--- src/rtl/plights_pkg.sv ---
// Shared types and constants for the plights pedestrian-crossing core:
// state encoding, default phase durations and width helpers.
package plights_pkg;

  typedef enum logic [2:0] {
    CAR_GREEN  = 3'd0,
    CAR_YELLOW = 3'd1,
    ALL_RED    = 3'd2,
    PED_GO     = 3'd3,
    PED_BLINK  = 3'd4,
    CAR_REDYEL = 3'd5
  } state_t;

  localparam int DEF_TICK_DIV    = 5000;
  localparam int DEF_T_GREEN_MIN = 8;
  localparam int DEF_T_YELLOW    = 3;
  localparam int DEF_T_ALLRED    = 1;
  localparam int DEF_T_PED       = 6;
  localparam int DEF_T_BLINK     = 4;
  localparam int DEF_T_REDYEL    = 2;

  function automatic int clog2(input int value);
    int result;
    result = 0;
    while ((1 << result) < value) begin
      result++;
    end
    return result;
  endfunction

  // Counters that only ever hold 0 still need a one-bit register.
  function automatic int width_of(input int value);
    return (clog2(value) < 1) ? 1 : clog2(value);
  endfunction

  function automatic int max2(input int a, input int b);
    return (a > b) ? a : b;
  endfunction

endpackage

--- src/rtl/plights_tick.sv ---
// Tick prescaler: counts 0..TICK_DIV-1 and flags the last count for one
// clk_in cycle, giving the sequencer its phase-timing clock enable.
module plights_tick
  import plights_pkg::*;
#(
  parameter int TICK_DIV = DEF_TICK_DIV
) (
  input  logic clk_in,
  input  logic rst_in,
  output logic tick
);

  localparam int CW = width_of(TICK_DIV);
  localparam logic [CW-1:0] LAST = CW'(TICK_DIV - 1);

  logic [CW-1:0] cnt_reg;

  always_ff @(posedge clk_in or posedge rst_in) begin
    if (rst_in) begin
      cnt_reg <= '0;
    end else if (cnt_reg == LAST) begin
      cnt_reg <= '0;
    end else begin
      cnt_reg <= cnt_reg + CW'(1);
    end
  end

  // With TICK_DIV=1 the count is permanently at LAST, so reset must mask it.
  assign tick = (cnt_reg == LAST) && !rst_in;

endmodule

--- src/rtl/plights_sequencer.sv ---
// Pedestrian-crossing sequencer: phase FSM with a tick-driven countdown timer,
// latched button request and Moore lamp decode for the car and pedestrian heads.
module plights_sequencer
  import plights_pkg::*;
#(
  parameter int TICK_DIV    = DEF_TICK_DIV,
  parameter int T_GREEN_MIN = DEF_T_GREEN_MIN,
  parameter int T_YELLOW    = DEF_T_YELLOW,
  parameter int T_ALLRED    = DEF_T_ALLRED,
  parameter int T_PED       = DEF_T_PED,
  parameter int T_BLINK     = DEF_T_BLINK,
  parameter int T_REDYEL    = DEF_T_REDYEL
) (
  input  logic clk_in,
  input  logic rst_in,
  input  logic btn_in,
  output logic car_red,
  output logic car_yellow,
  output logic car_green,
  output logic ped_red,
  output logic ped_green,
  output logic wait_out,
  output logic tick_out
);

  localparam int T_MAX = max2(max2(max2(T_GREEN_MIN, T_YELLOW), max2(T_ALLRED, T_PED)),
                              max2(T_BLINK, T_REDYEL));
  localparam int TW = width_of(T_MAX);
  // Timer LSB value seen during the first (lit) tick of the blink phase.
  localparam logic BLINK_ON_LSB = 1'((T_BLINK - 1) % 2);

  logic          tick;
  state_t        state_reg, state_next;
  logic [TW-1:0] timer_reg, timer_next;
  logic          req_reg, req_next;
  logic          btn_prev_reg;
  logic          phase_done;
  logic          btn_rise;
  logic          entering_ped_go;

  plights_tick #(
    .TICK_DIV(TICK_DIV)
  ) u_tick (
    .clk_in(clk_in),
    .rst_in(rst_in),
    .tick  (tick)
  );

  function automatic logic [TW-1:0] load_value(input state_t s);
    case (s)
      CAR_YELLOW: return TW'(T_YELLOW - 1);
      ALL_RED:    return TW'(T_ALLRED - 1);
      PED_GO:     return TW'(T_PED - 1);
      PED_BLINK:  return TW'(T_BLINK - 1);
      CAR_REDYEL: return TW'(T_REDYEL - 1);
      default:    return TW'(T_GREEN_MIN - 1);
    endcase
  endfunction

  always_comb begin
    phase_done = tick && (timer_reg == '0);
    state_next = state_reg;
    if (phase_done) begin
      case (state_reg)
        CAR_GREEN:  if (req_reg) state_next = CAR_YELLOW;
        CAR_YELLOW: state_next = ALL_RED;
        ALL_RED:    state_next = PED_GO;
        PED_GO:     state_next = PED_BLINK;
        PED_BLINK:  state_next = CAR_REDYEL;
        CAR_REDYEL: state_next = CAR_GREEN;
        default:    state_next = CAR_GREEN;
      endcase
    end
  end

  // Transitions only happen on ticks, so loading D-1 keeps every phase tick-aligned.
  always_comb begin
    timer_next = timer_reg;
    if (state_next != state_reg) begin
      timer_next = load_value(state_next);
    end else if (tick && (timer_reg != '0)) begin
      timer_next = timer_reg - TW'(1);
    end
  end

  always_comb begin
    btn_rise        = btn_in && !btn_prev_reg;
    entering_ped_go = (state_next == PED_GO) && (state_reg != PED_GO);
    req_next        = req_reg;
    if (entering_ped_go) begin
      req_next = 1'b0;
    end else if (btn_rise) begin
      req_next = 1'b1;
    end
  end

  always_ff @(posedge clk_in or posedge rst_in) begin
    if (rst_in) begin
      state_reg    <= CAR_GREEN;
      timer_reg    <= TW'(T_GREEN_MIN - 1);
      req_reg      <= 1'b0;
      btn_prev_reg <= 1'b0;
    end else begin
      state_reg    <= state_next;
      timer_reg    <= timer_next;
      req_reg      <= req_next;
      btn_prev_reg <= btn_in;
    end
  end

  always_comb begin
    car_red    = 1'b0;
    car_yellow = 1'b0;
    car_green  = 1'b0;
    ped_red    = 1'b1;
    ped_green  = 1'b0;
    case (state_reg)
      CAR_GREEN:  car_green = 1'b1;
      CAR_YELLOW: car_yellow = 1'b1;
      ALL_RED:    car_red = 1'b1;
      PED_GO: begin
        car_red   = 1'b1;
        ped_red   = 1'b0;
        ped_green = 1'b1;
      end
      PED_BLINK: begin
        car_red   = 1'b1;
        ped_red   = 1'b0;
        ped_green = (timer_reg[0] == BLINK_ON_LSB);
      end
      CAR_REDYEL: begin
        car_red    = 1'b1;
        car_yellow = 1'b1;
      end
      default:    car_green = 1'b1;
    endcase
  end

  assign wait_out = req_reg;
  assign tick_out = tick;

endmodule
--- config.mk ---
export PLATFORM = sky130hd
export DESIGN_NAME = plights_sequencer
export DESIGN_NICKNAME = d
export VERILOG_FILES = /design/src/rtl/plights_pkg.sv /design/src/rtl/plights_tick.sv /design/src/rtl/plights_sequencer.sv
export SDC_FILE = /design/constraint.sdc
export NUM_CORES = 1
export LEC_CHECK = 0
export CAP_MARGIN = 5
export CORE_MARGIN = 3
export CORE_UTILIZATION = 45
export CTS_CLUSTER_SIZE = 24
export DETAILED_ROUTE_END_ITERATION = 10
export SLEW_MARGIN = 10
export SYNTH_ARGS = -nofsm -noshare
export SYNTH_HDL_FRONTEND = slang
export SYNTH_HIERARCHICAL = 1
export SYNTH_SLANG_ARGS = --single-unit
export TNS_END_PERCENT = 5
--- constraint.sdc ---
create_clock -name clk_in -period 3.3 [get_ports clk_in]
set_input_delay 0.33 -clock clk_in [delete_from_list [all_inputs] [get_ports clk_in]]
set_output_delay 0.33 -clock clk_in [all_outputs]
set_load 0.02 [all_outputs]
Word level (Yosys, flattened, before mapping)
Cells that the tools add are included.
{"block": "op_classes", "n_lt_le_gt_ge": 0, "n_mul": 0, "bitwise": 0, "eq_ne": 13, "n_div": 0, "reduce_logical": 16, "addsub": 2, "mux": 14, "n_shift": 0}
{"cell": "3-bit case mux with 5 select lines", "n": 2}
{"cell": "13-bit by 1-bit adder with 13-bit output (second input constant)", "n": 1}
{"cell": "13-bit == test (second input constant)", "n": 1}
{"cell": "13-bit two-way mux", "n": 1}
{"cell": "3-bit by 2-bit == test with 1-bit output (second input constant)", "n": 4}
{"cell": "3-bit == test (second input constant)", "n": 4}
{"cell": "3-bit two-way mux", "n": 4}
{"cell": "3-bit by 1-bit == test with 1-bit output (second input constant)", "n": 2}
{"cell": "3-bit logical NOT", "n": 2}
{"cell": "1-bit two-way mux", "n": 6}
{"cell": "1-bit logical AND", "n": 5}
{"cell": "5-bit OR reduction", "n": 1}
{"cell": "2-bit nonzero test", "n": 2}
{"cell": "2-bit OR reduction", "n": 2}
{"cell": "4-bit OR reduction", "n": 1}
{"cell": "3-bit by 2-bit inequality test with 1-bit output (second input constant)", "n": 1}
{"cell": "3-bit inequality test", "n": 1}
{"cell": "3-bit nonzero test", "n": 1}
{"cell": "3-bit by 1-bit subtractor with 3-bit output (second input constant)", "n": 1}
{"cell": "1-bit logical NOT", "n": 2}
{"cell": "1-bit case mux with 2 select lines", "n": 1}
{"block": "totals", "rom_bits": 0, "register_bits": 21, "n_memories": 0, "in_bits": 3, "latchBits": 0, "output_inout_bits": 7, "elab_cells": 50, "ram_bits": 0}

Logic depth before layout (Yosys ltp)
Gate-level depths: netlist (run 1).
{"block": "depth", "word_depth": 7, "depth_mapped": 7, "ltp_nobuf": 6}

Modules after synthesis
The synthesis (run 1) kept the hierarchy.
{"module": "plights_tick", "instances": 1, "cells_each": 58, "seq_area_each_um2": 325.3, "area_each_um2": 641.9}
{"module": "plights_sequencer", "instances": 1, "cells_each": 57, "seq_area_each_um2": 203.9, "area_each_um2": 506.7}

Worst setup path before layout (run 1)
No wires, ideal clock.
{"block": "synth_path", "path_type": "register -> register", "start": "reg u_tick.cnt_reg[3]", "end": "reg state_reg[1]", "setup_time_ns": 0.122, "period_less_slack_ns": 2.819, "t_arrival_ns": 2.697, "t_required_ns": 3.178, "setup_slack_ns": 0.481, "n_path_buf": 1, "path_stages_with_launch": 7, "cell_sequence": "dfrtp_1 > or4_4 > nor4_1 > and3b_1 > clkbuf_1 > o21ai_0 > a32o_1"}
{"block": "synth_via", "elab_chain_len": 4}
{"item": "start: declaration", "line": "plights_tick.sv:16", "rtl": "logic [CW-1:0] cnt_reg;"}
{"item": "start signal: assignment", "line": "plights_tick.sv:24", "rtl": "cnt_reg <= cnt_reg + CW'(1);"}
{"item": "13-bit == test", "line": "plights_tick.sv:29", "rtl": "assign tick = (cnt_reg == LAST) && !rst_in;"}
{"item": "1-bit logical AND", "line": "plights_tick.sv:29"}
{"item": "via tick_out", "line": "plights_sequencer.sv:23", "rtl": "output logic tick_out"}
{"item": "1-bit logical AND", "line": "plights_sequencer.sv:61", "rtl": "phase_done = tick && (timer_reg == '0);"}
{"item": "3-bit two-way mux", "line": "plights_sequencer.sv:63", "rtl": "if (phase_done) begin"}
{"item": "via state_next[1]", "line": "plights_sequencer.sv:33", "rtl": "state_t state_reg, state_next;"}
{"item": "end signal: assignment", "line": "plights_sequencer.sv:104", "rtl": "state_reg <= state_next;"}
{"item": "end: declaration", "line": "plights_sequencer.sv:33"}
The timed path passes the listed nets, and every way through them passes these cells.
A chain may end at the register's enable or synchronous reset.

Final worst setup path (run 1)
{"block": "layout_path", "start": "reg u_tick.cnt_reg[0]", "end": "out tick_out"}
{"block": "layout_via", "elab_chain_len": 2}
{"item": "13-bit == test", "line": "plights_tick.sv:29"}
{"item": "1-bit logical AND", "line": "plights_tick.sv:29"}
{"item": "end: declaration", "line": "plights_sequencer.sv:23"}
Every way passes these cells.

==> impl_summary.txt, run 1 <==
----------------------------------------------------
[Run status]
  Status ... finished clean

[Min path]
  Min-Delay Path Class ... input port to async pin

[Global route]
  Global-route wire length before repair ... 3.98 mm
  Pin count of the biggest net entering global routing ... 14
  Initial antenna violation count ... 0
  Aggregate global routing overflow ... 0
  Global-route total usage across every layer ... 0.159
  Number of global-route vias before repair ... 883

[Timing]
  RSZ-0062 raised after global routing ... no
  Sum Neg Setup Slack ... 0 ns
  Crit path time final ... 2.63 ns
  Number of hold violations in the final report ... 0
  Max Clock Freq ... 380 MHz
  Slew headroom ... 0.658
  Least-Margin Pin Slew ... 0.513 ns
  Clock Skew ... 0.00190 ns
  Share of the clock period used by the worst path ... 0.798
  Pins Over Slew Limit ... 0
  Post-layout worst setup margin ... 0.666 ns
  Final setup violation count ... 0

[Synthesis]
  Sequential element share of the synthesized area ... 0.461
  Synthesis warning total ... 6
  Syn Std Cell Area ... 0.00115 sq mm
  Post-Synthesis Cells ... 115
  Count of state elements after synthesis ... 21
  Syn nets ... 121
  Post-Syn Area per Cell ... 9.99 sq um
  Distinct cells, synth ... 40

[Layout]
  NumNets Final ... 132
  Post-synthesis to final-layout area growth ... 12.3%
  Filler cell count ... 216
  Flip-flop count of the largest register after layout ... 13
  Fraction of final layout cells with drive strength greater than 1 ... 0.120
  Antenna Cells ... 0

[Floorplan]
  # rows ... 17
  Placeable core region ... 0.00232 sq mm
  Die footprint ... 0.00319 sq mm
  Die height ... 56.5 microns
  X dimension of the die ... 56.5 microns
  Starting density of the core ... 0.495
  Top-Level Pins ... 10

[Clock network]
  Later-pin clock latency in the skew report ... 0.31 ns
  Hold-fix buffer count after cts ... 0
  Clk slew on worst S/H paths ... 0.13 ns
  Cells resized by post-CTS repair ... 0
  Setup Buffers After CTS ... 0
  Buffers from clock root to sink, at most ... 2
  Number of clock sinks seen by CTS ... 21
  Master cell of the clock root buffer ... sky130_fd_sc_hd__clkbuf_4
  TritonCTS clock tree ... built
  CTS buffer count ... 3
  H-tree Lvls ... 1

[Placed design]
  Worst setup timing slack at the placement stage ... 0.988 ns
  Sum of net half-perimeters after detailed placement ... 1.71 mm
  Gp weighted congestion ... 0.814
  Buffers added on ports ... 9

[Critical path]
  Worst path arrival time ... 2.30 ns
  WS Path Type ... flop to output pin
  Capture instance of the worst register-to-register path ... state_reg[1]$_DFF_PP0_
  Worst R2R Setup Slack ... 1.18 ns
  Kind of end point of the critical path ... output pin
  Reg2reg path depth ... 7
  Crit-path max FO ... 6
  R2R Path Start ... u_tick/cnt_reg[0]$_DFF_PP0_
  Crit start category ... flop
  Critical Path Source ... u_tick/cnt_reg[0]$_DFF_PP0_
  Worst EP required ... 2.97 ns

[Drt]
  Average via count per standard cell ... 5.91
  1st-iter DRT viols ... 14
  Iteration count of the initial detailed-routing pass ... 4
  Vias post-DR ... 904
  Average wire length per cell after detail routing ... 15.3 microns
  Post-route antenna net violation count ... 0
  Total routed wirelength ... 2.34 mm
  Total DRC errors in the routed layout ... 0

[Flow run]
  Number of violations of the max-capacitance limit ... 0

[Power]
  Worst VDD drop ... 185 uV
  Cell Pwr Density ... 308 mW/mm^2
  Static power due to leakage ... 0.570 nW

----------------------------------------------------
## report_power, final
group / total (mW) / internal, mW / switching, mW
Sequential: 0.258 / 0.258 / 0.000124
Combinational: 0.00840 / 0.00236 / 0.00604
Clock: 0.130 / 0.0452 / 0.0852
## worst max-delay path, stage by stage, from the launching register on
cell and delay (ns):
sky130_fd_sc_hd__dfrtp_1 0.42, sky130_fd_sc_hd__ha_1 0.28, sky130_fd_sc_hd__nand4_1 0.21, sky130_fd_sc_hd__nor4_1 0.30
sky130_fd_sc_hd__buf_4 0.18, sky130_fd_sc_hd__clkdlybuf4s50_1 0.60
## synth_stat cells
| cell type | n | area share |
|---|---|---|
| sky130_fd_sc_hd__a211oi_1 | 1 | 0.0065 |
| sky130_fd_sc_hd__a21oi_1 | 8 | 0.035 |
| sky130_fd_sc_hd__a21oi_2 | 1 | 0.0076 |
| sky130_fd_sc_hd__a22o_1 | 2 | 0.015 |
| sky130_fd_sc_hd__a31oi_1 | 3 | 0.016 |
| sky130_fd_sc_hd__a32o_1 | 1 | 0.0087 |
| sky130_fd_sc_hd__and3b_1 | 1 | 0.0076 |
| sky130_fd_sc_hd__buf_2 | 3 | 0.013 |
| sky130_fd_sc_hd__clkbuf_1 | 1 | 0.0033 |
| sky130_fd_sc_hd__dfrtp_1 | 18 | 0.39 |
| sky130_fd_sc_hd__dfstp_2 | 3 | 0.069 |
| sky130_fd_sc_hd__ha_1 | 3 | 0.033 |
| sky130_fd_sc_hd__inv_1 | 9 | 0.029 |
| sky130_fd_sc_hd__mux2i_1 | 1 | 0.0087 |
| sky130_fd_sc_hd__nand2_1 | 5 | 0.016 |
| sky130_fd_sc_hd__nand3_1 | 4 | 0.017 |
| sky130_fd_sc_hd__nand3_2 | 1 | 0.0087 |
| sky130_fd_sc_hd__nand4_1 | 3 | 0.016 |
| sky130_fd_sc_hd__nand4_2 | 1 | 0.011 |
| sky130_fd_sc_hd__nand4bb_1 | 1 | 0.0098 |
| sky130_fd_sc_hd__nor2_1 | 9 | 0.029 |
| sky130_fd_sc_hd__nor2b_1 | 3 | 0.016 |
| sky130_fd_sc_hd__nor3_1 | 1 | 0.0044 |
| sky130_fd_sc_hd__nor3_4 | 1 | 0.014 |
| sky130_fd_sc_hd__nor3b_1 | 1 | 0.0065 |
| sky130_fd_sc_hd__nor4_1 | 2 | 0.011 |
| sky130_fd_sc_hd__o2111a_1 | 1 | 0.0098 |
| sky130_fd_sc_hd__o21a_1 | 1 | 0.0065 |
| sky130_fd_sc_hd__o21ai_0 | 4 | 0.017 |
| sky130_fd_sc_hd__o221ai_1 | 1 | 0.0076 |
| sky130_fd_sc_hd__o22ai_1 | 1 | 0.0055 |
| sky130_fd_sc_hd__o31ai_1 | 3 | 0.020 |
| sky130_fd_sc_hd__or3_1 | 2 | 0.011 |
| sky130_fd_sc_hd__or3_2 | 1 | 0.0065 |
| sky130_fd_sc_hd__or3b_1 | 1 | 0.0076 |
| sky130_fd_sc_hd__or4_1 | 2 | 0.013 |
| sky130_fd_sc_hd__or4_4 | 2 | 0.020 |
| sky130_fd_sc_hd__or4b_1 | 1 | 0.0087 |
| sky130_fd_sc_hd__xnor2_1 | 2 | 0.015 |
| sky130_fd_sc_hd__xor2_1 | 6 | 0.046 |
## area by class of cell
class                      count  area, sq um  share of cell area
clock buffer                   3         22.5              0.0175
clock inverter                 1         5.00             0.00388
inverter                       9         33.8              0.0262
multi-input combinational     81          567               0.439
sequential                    21          529               0.410
tap                           28         35.0              0.0272
timing repair buffer          10         97.6              0.0757
## metrics by stage
stage                     hold WS (ns)  cell area [sq um]  total power [mW]  utilization  std cells
after global placement           0.468               1260             0.272        0.545        149
final                            0.335               1290             0.397        0.556        153
after floorplan                  0.144               1150             0.267            -        115
after CTS                        0.342               1290             0.402        0.556        153
after detailed placement         0.506               1260             0.272        0.545        149
after global routing             0.359               1290             0.415        0.556        153
## kinds of logic (layout without fill, tap and decap cells)
kind of cell               count (synthesis)  in the layout  synth area share
buffers and inverters                     13             23            0.0457
adders and majority gates                  3              3            0.0327
xor gates and xnor gates                   8              8            0.0610
AOI/OAI and AO/OA                         27             27             0.156
and+or+nand+nor                           42             42             0.235
DFF                                       21             21             0.461
muxes                                      1              1           0.00871
## metal layers
layer	vias to the layer above	GRT usage	share of wire
li1	438	-	-
met1	448	0.187	0.43
met2	16	0.284	0.53
met3	2	0.0207	0.030
met4	0	0.0712	0.0098
met5	-	0	0
## worst max path at each step
stage	endpoint	slack [ns]
6_report	tick_out	0.67
5_1_grt	tick_out	0.52
4_1_cts	tick_out	0.62
3_5_place_dp	tick_out	0.99
3_3_place_gp	tick_out	1.03
2_1_floorplan	state_reg[1]$_DFF_PP0_	0.48
## cells in the final DEF (no fill, tap or decap), drive strengths merged, types with 5 or more instances in the layout
master | netlist | layout
dfrtp | 18 | 18
xor2 | 6 | 6
a21oi | 9 | 9
inv | 9 | 9
nand3 | 5 | 5
nor2 | 9 | 9
nand2 | 5 | 5
clkdlybuf4s50 | 0 | 9
No activity file was read; power rests on OpenSTA's default activity.
==> run 2, diff against run 1 <==
--- a/config.mk
+++ b/config.mk
@@ -10,6 +10,7 @@
 export CORE_UTILIZATION = 45
 export CTS_CLUSTER_SIZE = 24
 export DETAILED_ROUTE_END_ITERATION = 10
+export PLACE_DENSITY = 0.67
 export SLEW_MARGIN = 10
 export SYNTH_ARGS = -nofsm -noshare
 export SYNTH_HDL_FRONTEND = slang
==> constraint.sdc (replaced) <==
create_clock -name clk_in -period 2.4 [get_ports clk_in]
set_input_delay 0.24 -clock clk_in [delete_from_list [all_inputs] [get_ports clk_in]]
set_output_delay 0.24 -clock clk_in [all_outputs]
set_load 0.02 [all_outputs]
==> impl_summary.txt, run 2 (synthesized netlist as in run 1, its figures left out) <==
----------------------------------------------------
[Drt]
  Post-route antenna net violation count ... 0 (unchanged)
  Average via count per standard cell ... 5.93 (was 5.91)
  Total DRC errors in the routed layout ... 0 (unchanged)
  Iteration count of the initial detailed-routing pass ... 4 (unchanged)
  Total routed wirelength ... 2.22 mm (was 2.34 mm)
  1st-iter DRT viols ... 20 (was 14)
  Average wire length per cell after detail routing ... 14.5 microns (was 15.3 microns)
  Vias post-DR ... 907 (was 904)

[Floorplan]
  Die footprint ... 0.00319 sq mm (unchanged)
  Placeable core region ... 0.00232 sq mm (unchanged)
  X dimension of the die ... 56.5 microns (unchanged)
  Starting density of the core ... 0.495 (unchanged)
  Die height ... 56.5 microns (unchanged)
  # rows ... 17 (unchanged)
  Top-Level Pins ... 10 (unchanged)

[Global route]
  Aggregate global routing overflow ... 0 (unchanged)
  Number of global-route vias before repair ... 852 (was 883)
  Global-route wire length before repair ... 3.84 mm (was 3.98 mm)
  Initial antenna violation count ... 0 (unchanged)
  Pin count of the biggest net entering global routing ... 14 (unchanged)
  Global-route total usage across every layer ... 0.151 (was 0.159)

[Layout]
  Fraction of final layout cells with drive strength greater than 1 ... 0.128 (was 0.120)
  Post-synthesis to final-layout area growth ... 13.5% (was 12.3%)
  Filler cell count ... 202 (was 216)
  Sequential cell area ... 529 sq um (unchanged)
  Flip-flop count of the largest register after layout ... 13 (unchanged)
  Leading cell type in the layout, fill and taps excluded ... sky130_fd_sc_hd__dfrtp_1 (unchanged)
  NumNets Final ... 132 (unchanged)
  Antenna Cells ... 0 (unchanged)
  Area taken by multi-input logic gates ... 582 sq um (was 567 sq um)
  Commonest cells after routing, fill and taps aside ... sky130_fd_sc_hd__dfrtp_1, sky130_fd_sc_hd__inv_1, sky130_fd_sc_hd__nor2_1, sky130_fd_sc_hd__a21oi_1, sky130_fd_sc_hd__clkdlybuf4s50_1 (was sky130_fd_sc_hd__dfrtp_1, sky130_fd_sc_hd__inv_1, sky130_fd_sc_hd__nor2_1, sky130_fd_sc_hd__clkdlybuf4s50_1, sky130_fd_sc_hd__a21oi_1)
  Core utilization of the finished layout ... 0.562 (was 0.556)

[Power]
  Cell Pwr Density ... 410 mW/mm^2 (was 308 mW/mm^2)
  Switching Fraction ... 0.214 (was 0.230)
  Sequential share of power ... 0.664 (was 0.650)
  Clock power frac ... 0.315 (was 0.329)
  Combinational power share ... 0.022 (was 0.021)
  Worst VDD drop ... 366 uV (was 185 uV)
  Static power due to leakage ... 0.584 nW (was 0.570 nW)
  Switching power of the nets ... 0.114 mW (was 0.0914 mW)
  Internal power of the cells ... 0.420 mW (was 0.306 mW)

[Timing]
  Sum Neg Setup Slack ... 0 ns (unchanged)
  RSZ-0062 raised after global routing ... no (unchanged)
  Share of the clock period used by the worst path ... 0.913
  Number of hold violations in the final report ... 0 (unchanged)
  Clock Skew ... 0.00215 ns (was 0.00190 ns)
  Least-Margin Pin Slew ... 0.496 ns (was 0.513 ns)
  Max Clock Freq ... 456 MHz
  Final setup violation count ... 0 (unchanged)
  Pins Over Slew Limit ... 0 (unchanged)
  Crit path time final ... 2.19 ns
  Slew headroom ... 0.669 (was 0.658)

[Critical path]
  Cell with the largest stage delay on the worst path ... sky130_fd_sc_hd__dfrtp_1 (was sky130_fd_sc_hd__clkdlybuf4s50_1)
  Sequence of cells on the critical path ... nor3b_1, a22o_1, clkdlybuf4s50_1 (was ha_1, nand4_1, nor4_1, buf_4, clkdlybuf4s50_1)
  WS Path Type ... flop to output pin (unchanged)
  Kind of end point of the critical path ... output pin (unchanged)
  Crit-path leading delay family ... flip-flops (was buffers and inverters)
  Crit start category ... flop (unchanged)
  Delay of the slowest critical-path stage ... 0.59 ns (was 0.60 ns)
  Levels on crit path ... 3 (was 5)
  Worst EP required ... 2.16 ns (was 2.97 ns)
  Worst path arrival time ... 1.95 ns (was 2.30 ns)
  Worst R2R Setup Slack ... 0.25 ns (was 1.18 ns)
  Endpoint of the worst setup timing path ... ped_green (was tick_out)
  Reg2reg path depth ... 7 (unchanged)
  R2R Path Start ... u_tick/cnt_reg[0]$_DFF_PP0_ (unchanged)
  Crit-path max FO ... 13 (was 6)
  Capture instance of the worst register-to-register path ... state_reg[1]$_DFF_PP0_ (unchanged)
  Critical Path Source ... state_reg[2]$_DFF_PP0_ (was u_tick/cnt_reg[0]$_DFF_PP0_)
  Buf/Inv on CP ... 1 (was 2)

[Clock network]
  TritonCTS clock tree ... built (unchanged)
  H-tree Lvls ... 1 (unchanged)
  Later-pin clock latency in the skew report ... 0.30 ns (was 0.31 ns)
  Number of clock sinks seen by CTS ... 21 (unchanged)
  CTS buffer count ... 3 (unchanged)
  Buffers from clock root to sink, at most ... 2 (unchanged)
  Clk slew on worst S/H paths ... 0.11 ns (was 0.13 ns)
  Master cell of the clock root buffer ... sky130_fd_sc_hd__clkbuf_4 (unchanged)

[Placed design]
  Gp weighted congestion ... 0.818 (was 0.814)
  Buffers added on ports ... 9 (unchanged)
  Sum of net half-perimeters after detailed placement ... 1.65 mm (was 1.71 mm)

[Min path]
  Min-Delay Path Class ... input port to async pin (unchanged)

[Flow run]
  Number of violations of the max-capacitance limit ... 0 (unchanged)

[Run status]
  Status ... finished clean (unchanged)

----------------------------------------------------
-- run 2: what timing repair did --
| action | 4_1_cts | 5_1_grt |
|---|---|---|
| setup buffers | 0 | 0 |
| gates resized for setup | 1 | 0 |
| hold buffers | 0 | 0 |
| setup endpoints to repair | 1 | 0 |
-- run 2: area by class of cell --
class,instances,area share
clock inverters,1,0.00384
well taps,28,0.0269
clock buffers,3,0.0173
inverters,9,0.0259
repair buffers,10,0.0739
multi-input cells,81,0.446
flip-flops and latches,21,0.406
-- run 2: routing by layer --
metal | part of all wire | track usage
met5 | 0 | 0
met4 | 0.0040 | 0.0237
met3 | 0.040 | 0.0483
met1 | 0.50 | 0.220
met2 | 0.45 | 0.223
-- run 2: how the worst min path moves through the flow --
stage	start	end	slack, ns	cells past startpoint
2_1_floorplan	rst_in	btn_prev_reg$_DFF_PP0_	0.05	1
3_3_place_gp	u_tick/cnt_reg[0]$_DFF_PP0_	u_tick/cnt_reg[0]$_DFF_PP0_	0.47	1
3_5_place_dp	u_tick/cnt_reg[0]$_DFF_PP0_	u_tick/cnt_reg[0]$_DFF_PP0_	0.48	1
4_1_cts	rst_in	state_reg[1]$_DFF_PP0_	0.31	2
5_1_grt	rst_in	state_reg[1]$_DFF_PP0_	0.32	2
6_report	rst_in	state_reg[0]$_DFF_PP0_	0.29	2
-- run 2: per-stage QoR --
| stage | cells | power [mW] | instance area (sq um) | setup WS [ns] | hold slack, ns |
|---|---|---|---|---|---|
| floorplan | 115 | 0.367 | 1160 | 0.188 | 0.0535 |
| global placement | 149 | 0.374 | 1280 | 0.329 | 0.467 |
| detailed placement | 149 | 0.374 | 1280 | 0.256 | 0.478 |
| CTS | 153 | 0.543 | 1300 | 0.203 | 0.311 |
| global route | 153 | 0.559 | 1300 | 0.0862 | 0.323 |
| finish | 153 | 0.535 | 1300 | 0.209 | 0.294 |
-- run 2: power by group through the flow --
stage | combinational [mW] | clock [mW] | sequential [mW]
2_1_floorplan | 0.00571 | 0 | 0.362
3_3_place_gp | 0.0120 | 0 | 0.362
3_5_place_dp | 0.0122 | 0 | 0.362
4_1_cts | 0.0124 | 0.175 | 0.355
5_1_grt | 0.0136 | 0.190 | 0.355
6_report | 0.0116 | 0.168 | 0.355
==> run 3, diff against run 2 <==
--- a/config.mk
+++ b/config.mk
@@ -8,9 +8,10 @@
 export CAP_MARGIN = 5
 export CORE_MARGIN = 3
 export CORE_UTILIZATION = 45
+export CTS_BUF_LIST = sky130_fd_sc_hd__clkbuf_2 sky130_fd_sc_hd__clkbuf_4 sky130_fd_sc_hd__clkbuf_8
 export CTS_CLUSTER_SIZE = 24
 export DETAILED_ROUTE_END_ITERATION = 10
-export PLACE_DENSITY = 0.67
+export PLACE_DENSITY = 0.78
 export SLEW_MARGIN = 10
 export SYNTH_ARGS = -nofsm -noshare
 export SYNTH_HDL_FRONTEND = slang
==> impl_summary.txt, run 3 (synthesized netlist as in run 1, its figures left out) <==
----------------------------------------------------
[Run status]
  Status ... finished clean (unchanged)

[Drt]
  Average via count per standard cell ... 6.09 (was 5.93)
  Total DRC errors in the routed layout ... 0 (unchanged)
  1st-iter DRT viols ... 22 (was 20)
  Vias post-DR ... 932 (was 907)
  Total routed wirelength ... 2.30 mm (was 2.22 mm)
  Post-route antenna net violation count ... 0 (unchanged)
  Iteration count of the initial detailed-routing pass ... 4 (unchanged)
  Average wire length per cell after detail routing ... 15.0 microns (was 14.5 microns)

[Clock network]
  Hold-fix buffer count after cts ... 0 (unchanged)
  CTS buffer count ... 3 (unchanged)
  Master cell of the clock root buffer ... sky130_fd_sc_hd__clkbuf_4 (unchanged)
  Later-pin clock latency in the skew report ... 0.31 ns (was 0.30 ns)
  TritonCTS clock tree ... built (unchanged)
  Clk slew on worst S/H paths ... 0.10 ns (was 0.11 ns)
  Setup Buffers After CTS ... 0 (unchanged)
  H-tree Lvls ... 1 (unchanged)
  Cells resized by post-CTS repair ... 1 (unchanged)
  Number of clock sinks seen by CTS ... 21 (unchanged)
  Buffers from clock root to sink, at most ... 2 (unchanged)

[Global route]
  Global-route wire length before repair ... 3.89 mm (was 3.84 mm)
  Aggregate global routing overflow ... 0 (unchanged)
  Initial antenna violation count ... 0 (unchanged)
  Pin count of the biggest net entering global routing ... 14 (unchanged)
  Global-route total usage across every layer ... 0.155 (was 0.151)
  Number of global-route vias before repair ... 870 (was 852)

[Critical path]
  Crit-path leading delay family ... buffers and inverters (was flip-flops)
  Sequence of cells on the critical path ... nor3b_1, a22o_1, clkdlybuf4s50_1 (unchanged)
  Worst EP required ... 2.16 ns (about the same)
  WS Path Type ... flop to output pin (unchanged)
  Buf/Inv on CP ... 1 (unchanged)
  Crit start category ... flop (unchanged)
  Worst path arrival time ... 1.96 ns (was 1.95 ns)
  Kind of end point of the critical path ... output pin (unchanged)
  Delay of the slowest critical-path stage ... 0.60 ns (was 0.59 ns)
  Crit-path max FO ... 13 (unchanged)
  Cell with the largest stage delay on the worst path ... sky130_fd_sc_hd__clkdlybuf4s50_1 (was sky130_fd_sc_hd__dfrtp_1)

[Placed design]
  Number of cells in the design after placement ... 149 (unchanged)
  Sum of net half-perimeters after detailed placement ... 1.72 mm (was 1.65 mm)
  Gp weighted congestion ... 0.793 (was 0.818)
  Buffers added on ports ... 9 (unchanged)

[Timing]
  Number of hold violations in the final report ... 0 (unchanged)
  Slew headroom ... 0.676 (was 0.669)
  Final setup violation count ... 0 (unchanged)
  Clock Skew ... 0.0126 ns (was 0.00215 ns)
  Crit path time final ... 2.20 ns (was 2.19 ns)
  Sum Neg Setup Slack ... 0 ns (unchanged)
  RSZ-0062 raised after global routing ... no (unchanged)
  Pins Over Slew Limit ... 0 (unchanged)
  Share of the clock period used by the worst path ... 0.918 (was 0.913)
  Max Clock Freq ... 454 MHz (was 456 MHz)
  Least-Margin Pin Slew ... 0.485 ns (was 0.496 ns)

[Power]
  Worst VDD drop ... 327 uV (was 366 uV)
  Cell Pwr Density ... 418 mW/mm^2 (was 410 mW/mm^2)
  Static power due to leakage ... 0.585 nW (was 0.584 nW)

[Layout]
  Flip-flop count of the largest register after layout ... 13 (unchanged)
  Leading cell type in the layout, fill and taps excluded ... sky130_fd_sc_hd__dfrtp_1 (unchanged)
  NumNets Final ... 132 (unchanged)
  Filler cell count ... 206 (was 202)
  Fin cells ... 153 (unchanged)
  Commonest cells after routing, fill and taps aside ... sky130_fd_sc_hd__dfrtp_1, sky130_fd_sc_hd__inv_1, sky130_fd_sc_hd__nor2_1, sky130_fd_sc_hd__a21oi_1, sky130_fd_sc_hd__clkdlybuf4s50_1 (unchanged)
  Antenna Cells ... 0 (unchanged)
  Fraction of final layout cells with drive strength greater than 1 ... 0.128 (unchanged)
  Post-synthesis to final-layout area growth ... 13.7% (was 13.5%)

[Flow run]
  Number of violations of the max-capacitance limit ... 0 (unchanged)

[Floorplan]
  Starting density of the core ... 0.495 (unchanged)
  Top-Level Pins ... 10 (unchanged)
  Die footprint ... 0.00319 sq mm (unchanged)
  Die height ... 56.5 microns (unchanged)
  Placeable core region ... 0.00232 sq mm (unchanged)
  # rows ... 17 (unchanged)
  X dimension of the die ... 56.5 microns (unchanged)

[Min path]
  Min-Delay Path Class ... input port to async pin (unchanged)

----------------------------------------------------
-- run 3: layout make-up --
type,instances,area [sq um],share of cell area
Multi-Input combinational cell,81,582,0.445
Clock buffer,4,30.0,0.0230
Inverter,9,33.8,0.0259
Sequential cell,21,529,0.405
Tap cell,28,35.0,0.0268
Timing Repair Buffer,10,96.3,0.0738
-- run 3: path summary, 6_finish.rpt --
kind,from,end,slack (ns),depth (start not counted)
max,state_reg[2]$_DFF_PP0_,ped_green,0.20,3
min,rst_in,state_reg[1]$_DFF_PP0_,0.34,2
max reg2reg,u_tick/cnt_reg[6]$_DFF_PP0_,state_reg[1]$_DFF_PP0_,0.28,6
min reg2reg,u_tick/cnt_reg[0]$_DFF_PP0_,u_tick/cnt_reg[0]$_DFF_PP0_,0.50,1
max in group asynchronous,rst_in,u_tick/cnt_reg[12]$_DFF_PP0_,1.67,2
min in group clk_in,btn_in,btn_prev_reg$_DFF_PP0_,0.41,1
-- run 3: layer usage --
layer  GRT usage  routed length [microns]  vias to the layer above
met3      0.0414                       91                        4
met5           0                        0                        -
met2       0.236                     1070                       22
met1       0.210                     1110                      462
li1            -                        -                      444
met4      0.0610                       27                        0
-- run 3: worst reg2reg max path, delay by kind of cell, from the launching register on --
kind            cells  cell delay [ns]
buf+inv             1             0.18
simple gates        3             1.06
compound gates      2             0.33
flops               1             0.45
-- run 3: stage by stage --
step	hold WS, ns	utilization	setup WS (ns)	power [mW]	area (sq um)
finish	0.335	0.563	0.197	0.545	1310
global route	0.340	0.563	0.0625	0.562	1310
CTS	0.322	0.563	0.176	0.552	1310
detailed placement	0.488	0.551	0.277	0.374	1280
global placement	0.468	0.551	0.332	0.373	1280
floorplan	0.0535	-	0.188	0.367	1160
-- run 3: report_power, final --
group | internal (mW) | total, mW | switching, mW | leakage [nW]
Clock | 0.0762 | 0.179 | 0.102 | 0.0184
Sequential | 0.355 | 0.355 | 0.000206 | 0.261
Combinational | 0.00323 | 0.0118 | 0.00856 | 0.305
Total | 0.434 | 0.545 | 0.111 | 0.585
